$ cat config.mk
export PLATFORM = sky130hd
export DESIGN_NAME = layer_seq_flat
export DESIGN_NICKNAME = d
export VERILOG_FILES = /design/src/rtl/layer_seq_pkg.sv /design/src/rtl/layer_seq_if.sv /design/src/rtl/layer_seq_table.sv /design/src/rtl/layer_seq.sv /design/src/flat_wrapper.sv
export SDC_FILE = /design/constraint.sdc
export NUM_CORES = 1
export LEC_CHECK = 0
export ABC_AREA = 1
export BUFFER_PORTS_ARGS = -buffer_cell sky130_fd_sc_hd__buf_2
export CAP_MARGIN = 10
export CORE_MARGIN = 2
export CORE_UTILIZATION = 60
export CTS_CLUSTER_SIZE = 12
export DETAILED_ROUTE_END_ITERATION = 12
export PLACE_DENSITY = 0.91
export SYNTH_ARGS = -nofsm -noshare
export SYNTH_HDL_FRONTEND = slang
export SYNTH_SLANG_ARGS = --single-unit
$ cat constraint.sdc
create_clock -name clk -period 16.5 [get_ports clk]
set_clock_uncertainty 0.1 [all_clocks]
set_input_delay 3.3 -clock clk [delete_from_list [all_inputs] [get_ports clk]]
set_output_delay 3.3 -clock clk [all_outputs]
set_load 0.02 [all_outputs]
$ cat src/rtl/layer_seq_pkg.sv
`default_nettype none
//==============================================================================
// layer_seq_pkg - descriptor layout, FSM states and geometry widths   rev 1.0
//==============================================================================
package layer_seq_pkg;

  localparam int DESC_W = 96;

  localparam int SS_W = 12;
  localparam int ID_W = 4;
  localparam int IS_W = 10;
  localparam int IH_W = 5;
  localparam int IW_W = 5;
  localparam int DS_W = 12;
  localparam int OD_W = 4;
  localparam int OS_W = 10;
  localparam int OH_W = 5;
  localparam int OW_W = 5;
  localparam int FS_W = 8;
  localparam int KS_W = 5;
  localparam int KH_W = 3;
  localparam int KW_W = 3;

  typedef struct packed {
    logic            spare;
    logic            has_w;
    logic            has_b;
    logic            backprop;
    logic            enbias;
    logic [SS_W-1:0] ss;
    logic [ID_W-1:0] id;
    logic [IS_W-1:0] is;
    logic [IH_W-1:0] ih;
    logic [IW_W-1:0] iw;
    logic [DS_W-1:0] ds;
    logic [OD_W-1:0] od;
    logic [OS_W-1:0] os;
    logic [OH_W-1:0] oh;
    logic [OW_W-1:0] ow;
    logic [FS_W-1:0] fs;
    logic [KS_W-1:0] ks;
    logic [KH_W-1:0] kh;
    logic [KW_W-1:0] kw;
  } desc_t;

  typedef enum logic [2:0] {
    ST_IDLE  = 3'd0,
    ST_LOAD  = 3'd1,
    ST_WLOAD = 3'd2,
    ST_BLOAD = 3'd3,
    ST_RUN   = 3'd4,
    ST_GAP   = 3'd5,
    ST_DONE  = 3'd6
  } state_t;

endpackage
`default_nettype wire

$ cat src/rtl/layer_seq_if.sv
`default_nettype none
//==============================================================================
// layer_seq_if - stream handshake observation, mode strobes and geometry   rev 1.0
//==============================================================================
interface layer_seq_if;
  import layer_seq_pkg::*;

  logic src_valid, src_ready, src_last;
  logic dst_valid, dst_ready, dst_last;
  logic wwrite, bwrite, run, backprop, enbias;
  logic [SS_W-1:0] ss;
  logic [ID_W-1:0] id;
  logic [IS_W-1:0] is;
  logic [IH_W-1:0] ih;
  logic [IW_W-1:0] iw;
  logic [DS_W-1:0] ds;
  logic [OD_W-1:0] od;
  logic [OS_W-1:0] os;
  logic [OH_W-1:0] oh;
  logic [OW_W-1:0] ow;
  logic [FS_W-1:0] fs;
  logic [KS_W-1:0] ks;
  logic [KH_W-1:0] kh;
  logic [KW_W-1:0] kw;

  modport master (
    input  src_valid, src_ready, src_last, dst_valid, dst_ready, dst_last,
    output wwrite, bwrite, run, backprop, enbias,
    output ss, id, is, ih, iw, ds, od, os, oh, ow, fs, ks, kh, kw
  );

  modport slave (
    output src_valid, src_ready, src_last, dst_valid, dst_ready, dst_last,
    input  wwrite, bwrite, run, backprop, enbias,
    input  ss, id, is, ih, iw, ds, od, os, oh, ow, fs, ks, kh, kw
  );

endinterface
`default_nettype wire

$ cat src/rtl/layer_seq_table.sv
`default_nettype none
//==============================================================================
// layer_seq_table - LAYERS x 96 descriptor file, 1 write / 1 async read   rev 1.0
//==============================================================================
module layer_seq_table
  import layer_seq_pkg::*;
#(
  parameter int LAYERS = 4
) (
  input  logic       clk,
  input  logic       we,
  input  logic [2:0] wr_addr,
  input  desc_t      wr_data,
  input  logic [2:0] rd_addr,
  output desc_t      rd_data
);

  desc_t r_mem [LAYERS];

  always_ff @(posedge clk) begin
    for (int i = 0; i < LAYERS; i++) begin
      if (we && (wr_addr == 3'(i))) r_mem[i] <= wr_data;
    end
  end

  always_comb begin
    rd_data = '0;
    for (int i = 0; i < LAYERS; i++) begin
      if (rd_addr == 3'(i)) rd_data = r_mem[i];
    end
  end

endmodule
`default_nettype wire

$ cat src/rtl/layer_seq.sv
`default_nettype none
//==============================================================================
// layer_seq - layer sequencer; optional LAYER_SEQ_PERF_EN cycle counter   rev 1.0
//==============================================================================
module layer_seq
  import layer_seq_pkg::*;
#(
  parameter int LAYERS = 4
) (
  input  logic              clk,
  input  logic              rst_n,
  input  logic              cfg_we,
  input  logic [2:0]        cfg_addr,
  input  logic [DESC_W-1:0] cfg_data,
  output logic              cfg_err,
  input  logic              start,
  input  logic              abort,
  input  logic [3:0]        num_layers,
  output logic              busy,
  output logic              done,
  output logic [2:0]        cur_layer,
  output logic [31:0]       perf_cyc,
  layer_seq_if.master       bus
);

  localparam logic [3:0] c_layers = 4'(LAYERS);

  state_t     r_state, w_next_state, r_gap_from;
  desc_t      w_rd_desc, r_desc;
  logic [2:0] r_layer;
  logic [3:0] r_num;
  logic       r_wwrite, r_bwrite, r_run, r_backprop, r_enbias, r_done, r_cfg_err;
  logic       w_src_last, w_dst_last, w_start_acc, w_addr_ok, w_tbl_we, w_bp, w_eb;
  logic       w_unused;

  layer_seq_table #(.LAYERS(LAYERS)) u_table (
    .clk     (clk),
    .we      (w_tbl_we),
    .wr_addr (cfg_addr),
    .wr_data (desc_t'(cfg_data)),
    .rd_addr (r_layer),
    .rd_data (w_rd_desc)
  );

  assign w_src_last  = bus.src_valid & bus.src_ready & bus.src_last;
  assign w_dst_last  = bus.dst_valid & bus.dst_ready & bus.dst_last;
  assign w_start_acc = (r_state == ST_IDLE) & start & ~abort;
  assign w_addr_ok   = ({1'b0, cfg_addr} < c_layers);
  assign w_tbl_we    = cfg_we & w_addr_ok & (r_state == ST_IDLE);

  // Leaving LOAD the descriptor is not latched yet, so RUN flags come from the table.
  assign w_bp = (r_state == ST_LOAD) ? w_rd_desc.backprop : r_desc.backprop;
  assign w_eb = (r_state == ST_LOAD) ? w_rd_desc.enbias   : r_desc.enbias;

  always_comb begin
    w_next_state = r_state;
    case (r_state)
      ST_IDLE:  if (start) w_next_state = (num_layers == 4'd0) ? ST_DONE : ST_LOAD;
      ST_LOAD:  begin
        if (w_rd_desc.has_w)      w_next_state = ST_WLOAD;
        else if (w_rd_desc.has_b) w_next_state = ST_BLOAD;
        else                      w_next_state = ST_RUN;
      end
      ST_WLOAD, ST_BLOAD: if (w_src_last) w_next_state = ST_GAP;
      ST_RUN:   if (w_dst_last) w_next_state = ST_GAP;
      ST_GAP:   begin
        if (r_gap_from == ST_WLOAD && r_desc.has_b)    w_next_state = ST_BLOAD;
        else if (r_gap_from != ST_RUN)                 w_next_state = ST_RUN;
        else if (({1'b0, r_layer} + 4'd1) < r_num)     w_next_state = ST_LOAD;
        else                                           w_next_state = ST_DONE;
      end
      ST_DONE:  w_next_state = ST_IDLE;
      default:  w_next_state = ST_IDLE;
    endcase
    if (abort) w_next_state = ST_IDLE;
  end

  always_ff @(posedge clk or negedge rst_n) begin
    if (!rst_n) r_state <= ST_IDLE;
    else        r_state <= w_next_state;
  end

  always_ff @(posedge clk or negedge rst_n) begin
    if (!rst_n) begin
      r_gap_from <= ST_IDLE;
      r_desc     <= '0;
      r_layer    <= '0;
      r_num      <= '0;
      r_wwrite   <= 1'b0;
      r_bwrite   <= 1'b0;
      r_run      <= 1'b0;
      r_backprop <= 1'b0;
      r_enbias   <= 1'b0;
      r_done     <= 1'b0;
      r_cfg_err  <= 1'b0;
    end else begin
      if (r_state inside {ST_WLOAD, ST_BLOAD, ST_RUN}) r_gap_from <= r_state;
      if (r_state == ST_LOAD) r_desc <= w_rd_desc;
      if (w_start_acc) begin
        r_layer <= '0;
        r_num   <= (num_layers > c_layers) ? c_layers : num_layers;
      end else if (r_state == ST_GAP && w_next_state == ST_LOAD) begin
        r_layer <= r_layer + 3'd1;
      end
      r_wwrite   <= (w_next_state == ST_WLOAD);
      r_bwrite   <= (w_next_state == ST_BLOAD);
      r_run      <= (w_next_state == ST_RUN);
      r_backprop <= (w_next_state == ST_RUN) & w_bp;
      r_enbias   <= (w_next_state == ST_RUN) & w_eb;
      r_done     <= (r_state == ST_DONE) & ~abort;
      r_cfg_err  <= cfg_we & ~(w_addr_ok & (r_state == ST_IDLE));
    end
  end

`ifdef LAYER_SEQ_PERF_EN
  logic [31:0] r_perf;

  // The accepting cycle counts as the first cycle of the sequence.
  always_ff @(posedge clk or negedge rst_n) begin
    if (!rst_n)                   r_perf <= '0;
    else if (w_start_acc)         r_perf <= 32'd1;
    else if (r_state != ST_IDLE)  r_perf <= r_perf + 32'd1;
  end
  assign perf_cyc = r_perf;
`else
  assign perf_cyc = '0;
`endif

  assign busy      = (r_state != ST_IDLE);
  assign done      = r_done;
  assign cfg_err   = r_cfg_err;
  assign cur_layer = r_layer;
  assign w_unused  = r_desc.spare ^ r_desc.has_w;

  assign bus.wwrite   = r_wwrite;
  assign bus.bwrite   = r_bwrite;
  assign bus.run      = r_run;
  assign bus.backprop = r_backprop;
  assign bus.enbias   = r_enbias;
  assign bus.ss = r_desc.ss;
  assign bus.id = r_desc.id;
  assign bus.is = r_desc.is;
  assign bus.ih = r_desc.ih;
  assign bus.iw = r_desc.iw;
  assign bus.ds = r_desc.ds;
  assign bus.od = r_desc.od;
  assign bus.os = r_desc.os;
  assign bus.oh = r_desc.oh;
  assign bus.ow = r_desc.ow;
  assign bus.fs = r_desc.fs;
  assign bus.ks = r_desc.ks;
  assign bus.kh = r_desc.kh;
  assign bus.kw = r_desc.kw;

endmodule
`default_nettype wire

$ cat src/flat_wrapper.sv
// flat-port wrapper written by rule: the top's interface ports become plain ports
module layer_seq_flat import layer_seq_pkg::*;
#(
  parameter int LAYERS = 4
)
  (clk, rst_n, cfg_we, cfg_addr, cfg_data, cfg_err, start, abort, num_layers, busy, done, cur_layer, perf_cyc, bus_src_valid, bus_src_ready, bus_src_last, bus_dst_valid, bus_dst_ready, bus_dst_last, bus_wwrite, bus_bwrite, bus_run, bus_backprop, bus_enbias, bus_ss, bus_id, bus_is, bus_ih, bus_iw, bus_ds, bus_od, bus_os, bus_oh, bus_ow, bus_fs, bus_ks, bus_kh, bus_kw);
  layer_seq_if bus_i ();
  input  logic clk;
  input  logic rst_n;
  input  logic cfg_we;
  input  logic [2:0] cfg_addr;
  input  logic [DESC_W-1:0] cfg_data;
  output logic cfg_err;
  input  logic start;
  input  logic abort;
  input  logic [3:0] num_layers;
  output logic busy;
  output logic done;
  output logic [2:0] cur_layer;
  output logic [31:0] perf_cyc;
  input wire logic [$bits(bus_i.src_valid)-1:0] bus_src_valid;
  input wire logic [$bits(bus_i.src_ready)-1:0] bus_src_ready;
  input wire logic [$bits(bus_i.src_last)-1:0] bus_src_last;
  input wire logic [$bits(bus_i.dst_valid)-1:0] bus_dst_valid;
  input wire logic [$bits(bus_i.dst_ready)-1:0] bus_dst_ready;
  input wire logic [$bits(bus_i.dst_last)-1:0] bus_dst_last;
  output wire logic [$bits(bus_i.wwrite)-1:0] bus_wwrite;
  output wire logic [$bits(bus_i.bwrite)-1:0] bus_bwrite;
  output wire logic [$bits(bus_i.run)-1:0] bus_run;
  output wire logic [$bits(bus_i.backprop)-1:0] bus_backprop;
  output wire logic [$bits(bus_i.enbias)-1:0] bus_enbias;
  output wire logic [$bits(bus_i.ss)-1:0] bus_ss;
  output wire logic [$bits(bus_i.id)-1:0] bus_id;
  output wire logic [$bits(bus_i.is)-1:0] bus_is;
  output wire logic [$bits(bus_i.ih)-1:0] bus_ih;
  output wire logic [$bits(bus_i.iw)-1:0] bus_iw;
  output wire logic [$bits(bus_i.ds)-1:0] bus_ds;
  output wire logic [$bits(bus_i.od)-1:0] bus_od;
  output wire logic [$bits(bus_i.os)-1:0] bus_os;
  output wire logic [$bits(bus_i.oh)-1:0] bus_oh;
  output wire logic [$bits(bus_i.ow)-1:0] bus_ow;
  output wire logic [$bits(bus_i.fs)-1:0] bus_fs;
  output wire logic [$bits(bus_i.ks)-1:0] bus_ks;
  output wire logic [$bits(bus_i.kh)-1:0] bus_kh;
  output wire logic [$bits(bus_i.kw)-1:0] bus_kw;
  assign bus_i.src_valid = bus_src_valid;
  assign bus_i.src_ready = bus_src_ready;
  assign bus_i.src_last = bus_src_last;
  assign bus_i.dst_valid = bus_dst_valid;
  assign bus_i.dst_ready = bus_dst_ready;
  assign bus_i.dst_last = bus_dst_last;
  assign bus_wwrite = bus_i.wwrite;
  assign bus_bwrite = bus_i.bwrite;
  assign bus_run = bus_i.run;
  assign bus_backprop = bus_i.backprop;
  assign bus_enbias = bus_i.enbias;
  assign bus_ss = bus_i.ss;
  assign bus_id = bus_i.id;
  assign bus_is = bus_i.is;
  assign bus_ih = bus_i.ih;
  assign bus_iw = bus_i.iw;
  assign bus_ds = bus_i.ds;
  assign bus_od = bus_i.od;
  assign bus_os = bus_i.os;
  assign bus_oh = bus_i.oh;
  assign bus_ow = bus_i.ow;
  assign bus_fs = bus_i.fs;
  assign bus_ks = bus_i.ks;
  assign bus_kh = bus_i.kh;
  assign bus_kw = bus_i.kw;
  layer_seq #(.LAYERS(LAYERS)) u_core (.clk(clk), .rst_n(rst_n), .cfg_we(cfg_we), .cfg_addr(cfg_addr), .cfg_data(cfg_data), .cfg_err(cfg_err), .start(start), .abort(abort), .num_layers(num_layers), .busy(busy), .done(done), .cur_layer(cur_layer), .perf_cyc(perf_cyc), .bus(bus_i));
endmodule
==> key figures <==
STA
  • Final worst-path cycle share: 0.311
  • Rel. slew slack: 0.248
  • Final Max Tran Viols: 0
  • FMAX: 0.195 GHz
  • Setup TNS Final: 0 ns
  • Worst slew pin tran: 1.13 ns
  • Fin. Hold Viols: 0
  • Final min period: 5.13 ns
  • Endpoints failing setup: 0
  • Hold WS: 0.369 ns
  • Unrepaired setup endpoints after global routing: no

Routing
  • DRC errors left: 0
  • Vias: 12,851
  • DR WL/cell: 20.3 µm
  • Drt pass-1 iters: 5
  • Iter 0 DRT Violations: 1,154
  • DR vias/cell: 5.83
  • Final WL: 44,900 µm
  • Remaining antenna violation count: 0

Clock network
  • CTS Root Cell: clkbuf_16
  • Depth of the CTS H-tree: 2
  • Clk_lat worst skew: 0.57 ns
  • Post-cts resize count: 0
  • CTS Buf Count: 50
  • Largest buffer count on any clock path: 3
  • Clock tree sinks: 494
  • Setup Buffers After CTS: 0
  • Clk slew on worst S/H paths: 0.06 ns
  • CTS tree: built
  • Hold buffers post-CTS: 0

Layout
  • Synthesis-to-finish area growth: 10.9%
  • FILL cells: 2,195
  • Nets: 1,840
  • Share of cells above drive strength 1: 0.184

Placement
  • Dpl hpwl: 24,500 µm
  • PortBufs: 214
  • Gpl congestion: 0.789

Setup path
  • FF-to-FF setup slack: 13.23 ns
  • R2r startpoint: u_core.r_state[1]
  • End of the worst register-to-register path: u_core.u_table.r_mem[3][4]
  • Worst EP required: 16.58 ns
  • Startpoint types: input pin
  • CP max FO: 52
  • Worst Reg-to-Reg Cells: 7
  • Critical Path Sink Type: flip-flop
  • Critical path class: in2reg
  • Critical Path AT: 5.21 ns

Logic synthesis
  • Post-synthesis async set-or-reset flop share: 0.231
  • Share of the synthesized area in the top cell type: 0.577
  • Dominant cell type by area after synthesis: edfxtp_1
  • Post-synthesis average cell area: 12.2 µm²
  • Register bit total from synthesis: 494
  • Mapped Cells: 1,617
  • Yosys warns: 0
  • Dominant cells by area after synthesis: edfxtp_1 58%, dfrtp_1 14%, buf_4 4.7%, o21ai_0 4.6%, nand2_1 4.2%
  • Ys flop type: edfxtp_1
  • Post-synth cell types: 30
  • EDFF count, synth: 380
  • Post-Syn Area: 0.0198 mm²
  • Sequential share of the synthesized area: 0.721

Global route
  • Global-route wire length before repair: 68,500 µm
  • Largest net degree at the start of global routing: 116
  • Total GRT Usage: 0.262
  • Antenna violations before repair: 7
  • GR Overflow Total: 0
  • Vias in the first global route: 12,886

Power and ir drop
  • Pint: 2.24 mW
  • Sequential share of power: 0.499
  • Max VDD drop: 114 µV
  • Pwr Density: 143 mW/mm²
  • Clock network fraction of total power: 0.332
  • Pleak: 8.64 nW
  • Net Switching: 0.897 mW
  • Total power: 3.14 mW
  • Switch share: 0.286
  • Gate power share: 0.169

Die
  • Site Rows: 66
  • Top Ports: 248
  • Die Wd: 186 µm
  • Die footprint: 0.0344 mm²
  • Area of the core: 0.0325 mm²
  • Die Ht: 186 µm
  • Initial core utilization: 0.609

Hold path
  • Hold path start: u_core.r_num[3]
  • Min-Delay Endpoint: u_core.r_num[3]
  • Worst hold stages: 2
  • Worst min path class: reg2reg

Job
  • Max Cap Viol: 0

Status
  • Status: finished, final reports clean
critical path, cell delays in order:
cell and delay [ns]:
buf_2 0.10, nor2_1 0.09, nand2_1 0.15, nor3_2 0.13, buf_4 0.57, buf_4 0.80
final cells by class:
class / count / area [µm²] / share of cell area
multi-input cells: 893 / 4190 / 0.191
diodes: 6 / 15.0 / 0.000685
flip-flops and latches: 494 / 14300 / 0.651
inverters: 47 / 188 / 0.00856
well taps: 442 / 553 / 0.0252
clock buffers: 79 / 1380 / 0.0630
repair buffers: 232 / 1210 / 0.0553
clock inverters: 13 / 119 / 0.00542
through the flow:
| stage | setup WS (ns) | cells | util | instance area (µm²) |
|---|---|---|---|---|
| 2_1_floorplan | 5.82 | 1648 | - | 19900 |
| 3_3_place_gp | 10.82 | 2108 | 0.629 | 20400 |
| 3_5_place_dp | 10.78 | 2108 | 0.629 | 20400 |
| 4_1_cts | 11.37 | 2200 | 0.675 | 21900 |
| 5_1_grt | 11.27 | 2202 | 0.675 | 21900 |
| 6_report | 11.37 | 2206 | 0.676 | 21900 |
kinds of logic (layout without fill, tap and decap cells):
kind of cell / Yosys count / in the layout / synth area share
buf+inv: 261 / 371 / 0.0750
fa+ha+maj: 8 / 8 / 0.00506
compound gates: 295 / 295 / 0.0818
simple gates: 558 / 558 / 0.117
other cells: 1 / 38 / 0.000190
flops: 494 / 494 / 0.721
worst max path at each step:
stage	start	endpoint	cells past startpoint
final	cfg_addr[2]	u_core.u_table.r_mem[3][4]	6
after global routing	cfg_addr[2]	u_core.u_table.r_mem[0][4]	6
after CTS	u_core.r_state[1]	busy	3
after detailed placement	cfg_addr[2]	u_core.u_table.r_mem[3][75]	6
after global placement	cfg_addr[2]	u_core.u_table.r_mem[3][75]	6
after floorplan	cfg_addr[2]	u_core.u_table.r_mem[0][0]	3
Yosys cell counts, types with 9 or more instances:
cell      instances
buf_2            33
o21ai_0         182
nand2_1         222
nor3_1            9
edfxtp_1        380
nor2_1          201
dfrtp_1         114
buf_4           123
o21ai_1           9
nand3_1         110
a31oi_1          91
buf_1             9
clkbuf_1         49
inv_1            39
flip-flops by register name, summed over array words and instances (netlist names), 4 cells and up:
name and cells:
u_core.bus.iw 5, u_core.u_table.r_mem 380, u_core.r_num 4, u_core.bus.ih 5, u_core.bus.is 10, u_core.bus.ss 12
u_core.bus.ow 5, u_core.bus.od 4, u_core.bus.ds 12, u_core.bus.ks 5, u_core.bus.oh 5, u_core.bus.fs 8
u_core.bus.id 4, u_core.bus.os 10
placed cells by master, fill, tap and decap left out, types with 5 or more instances in the layout:
cell	instances
clkbuf_16	51
o21ai_1	9
inv_1	38
clkinv_2	6
conb_1	32
nor2_1	201
dfrtp_1	114
edfxtp_1	380
clkbuf_1	28
a31oi_1	91
ha_1	6
nand2_1	222
buf_2	213
diode_2	6
nand3_1	110
inv_2	5
buf_4	18
nor3_1	5
nor3_2	6
o21ai_0	182
power groups by stage:
stage / clock, mW / sequential, mW / combinational, mW
after CTS: 1.05 / 1.57 / 0.534
after global placement: 0 / 1.58 / 0.509
after global routing: 1.10 / 1.58 / 0.583
after detailed placement: 0 / 1.59 / 0.531
after floorplan: 0 / 1.57 / 0.476
final: 1.04 / 1.57 / 0.529
routing by layer:
layer  track usage  wire length [µm]
met1         0.334             17300
met2         0.455             22600
met3        0.0485              3860
met4        0.0891              1090
met5             0                38
Power figures use the tool's default switching activity.
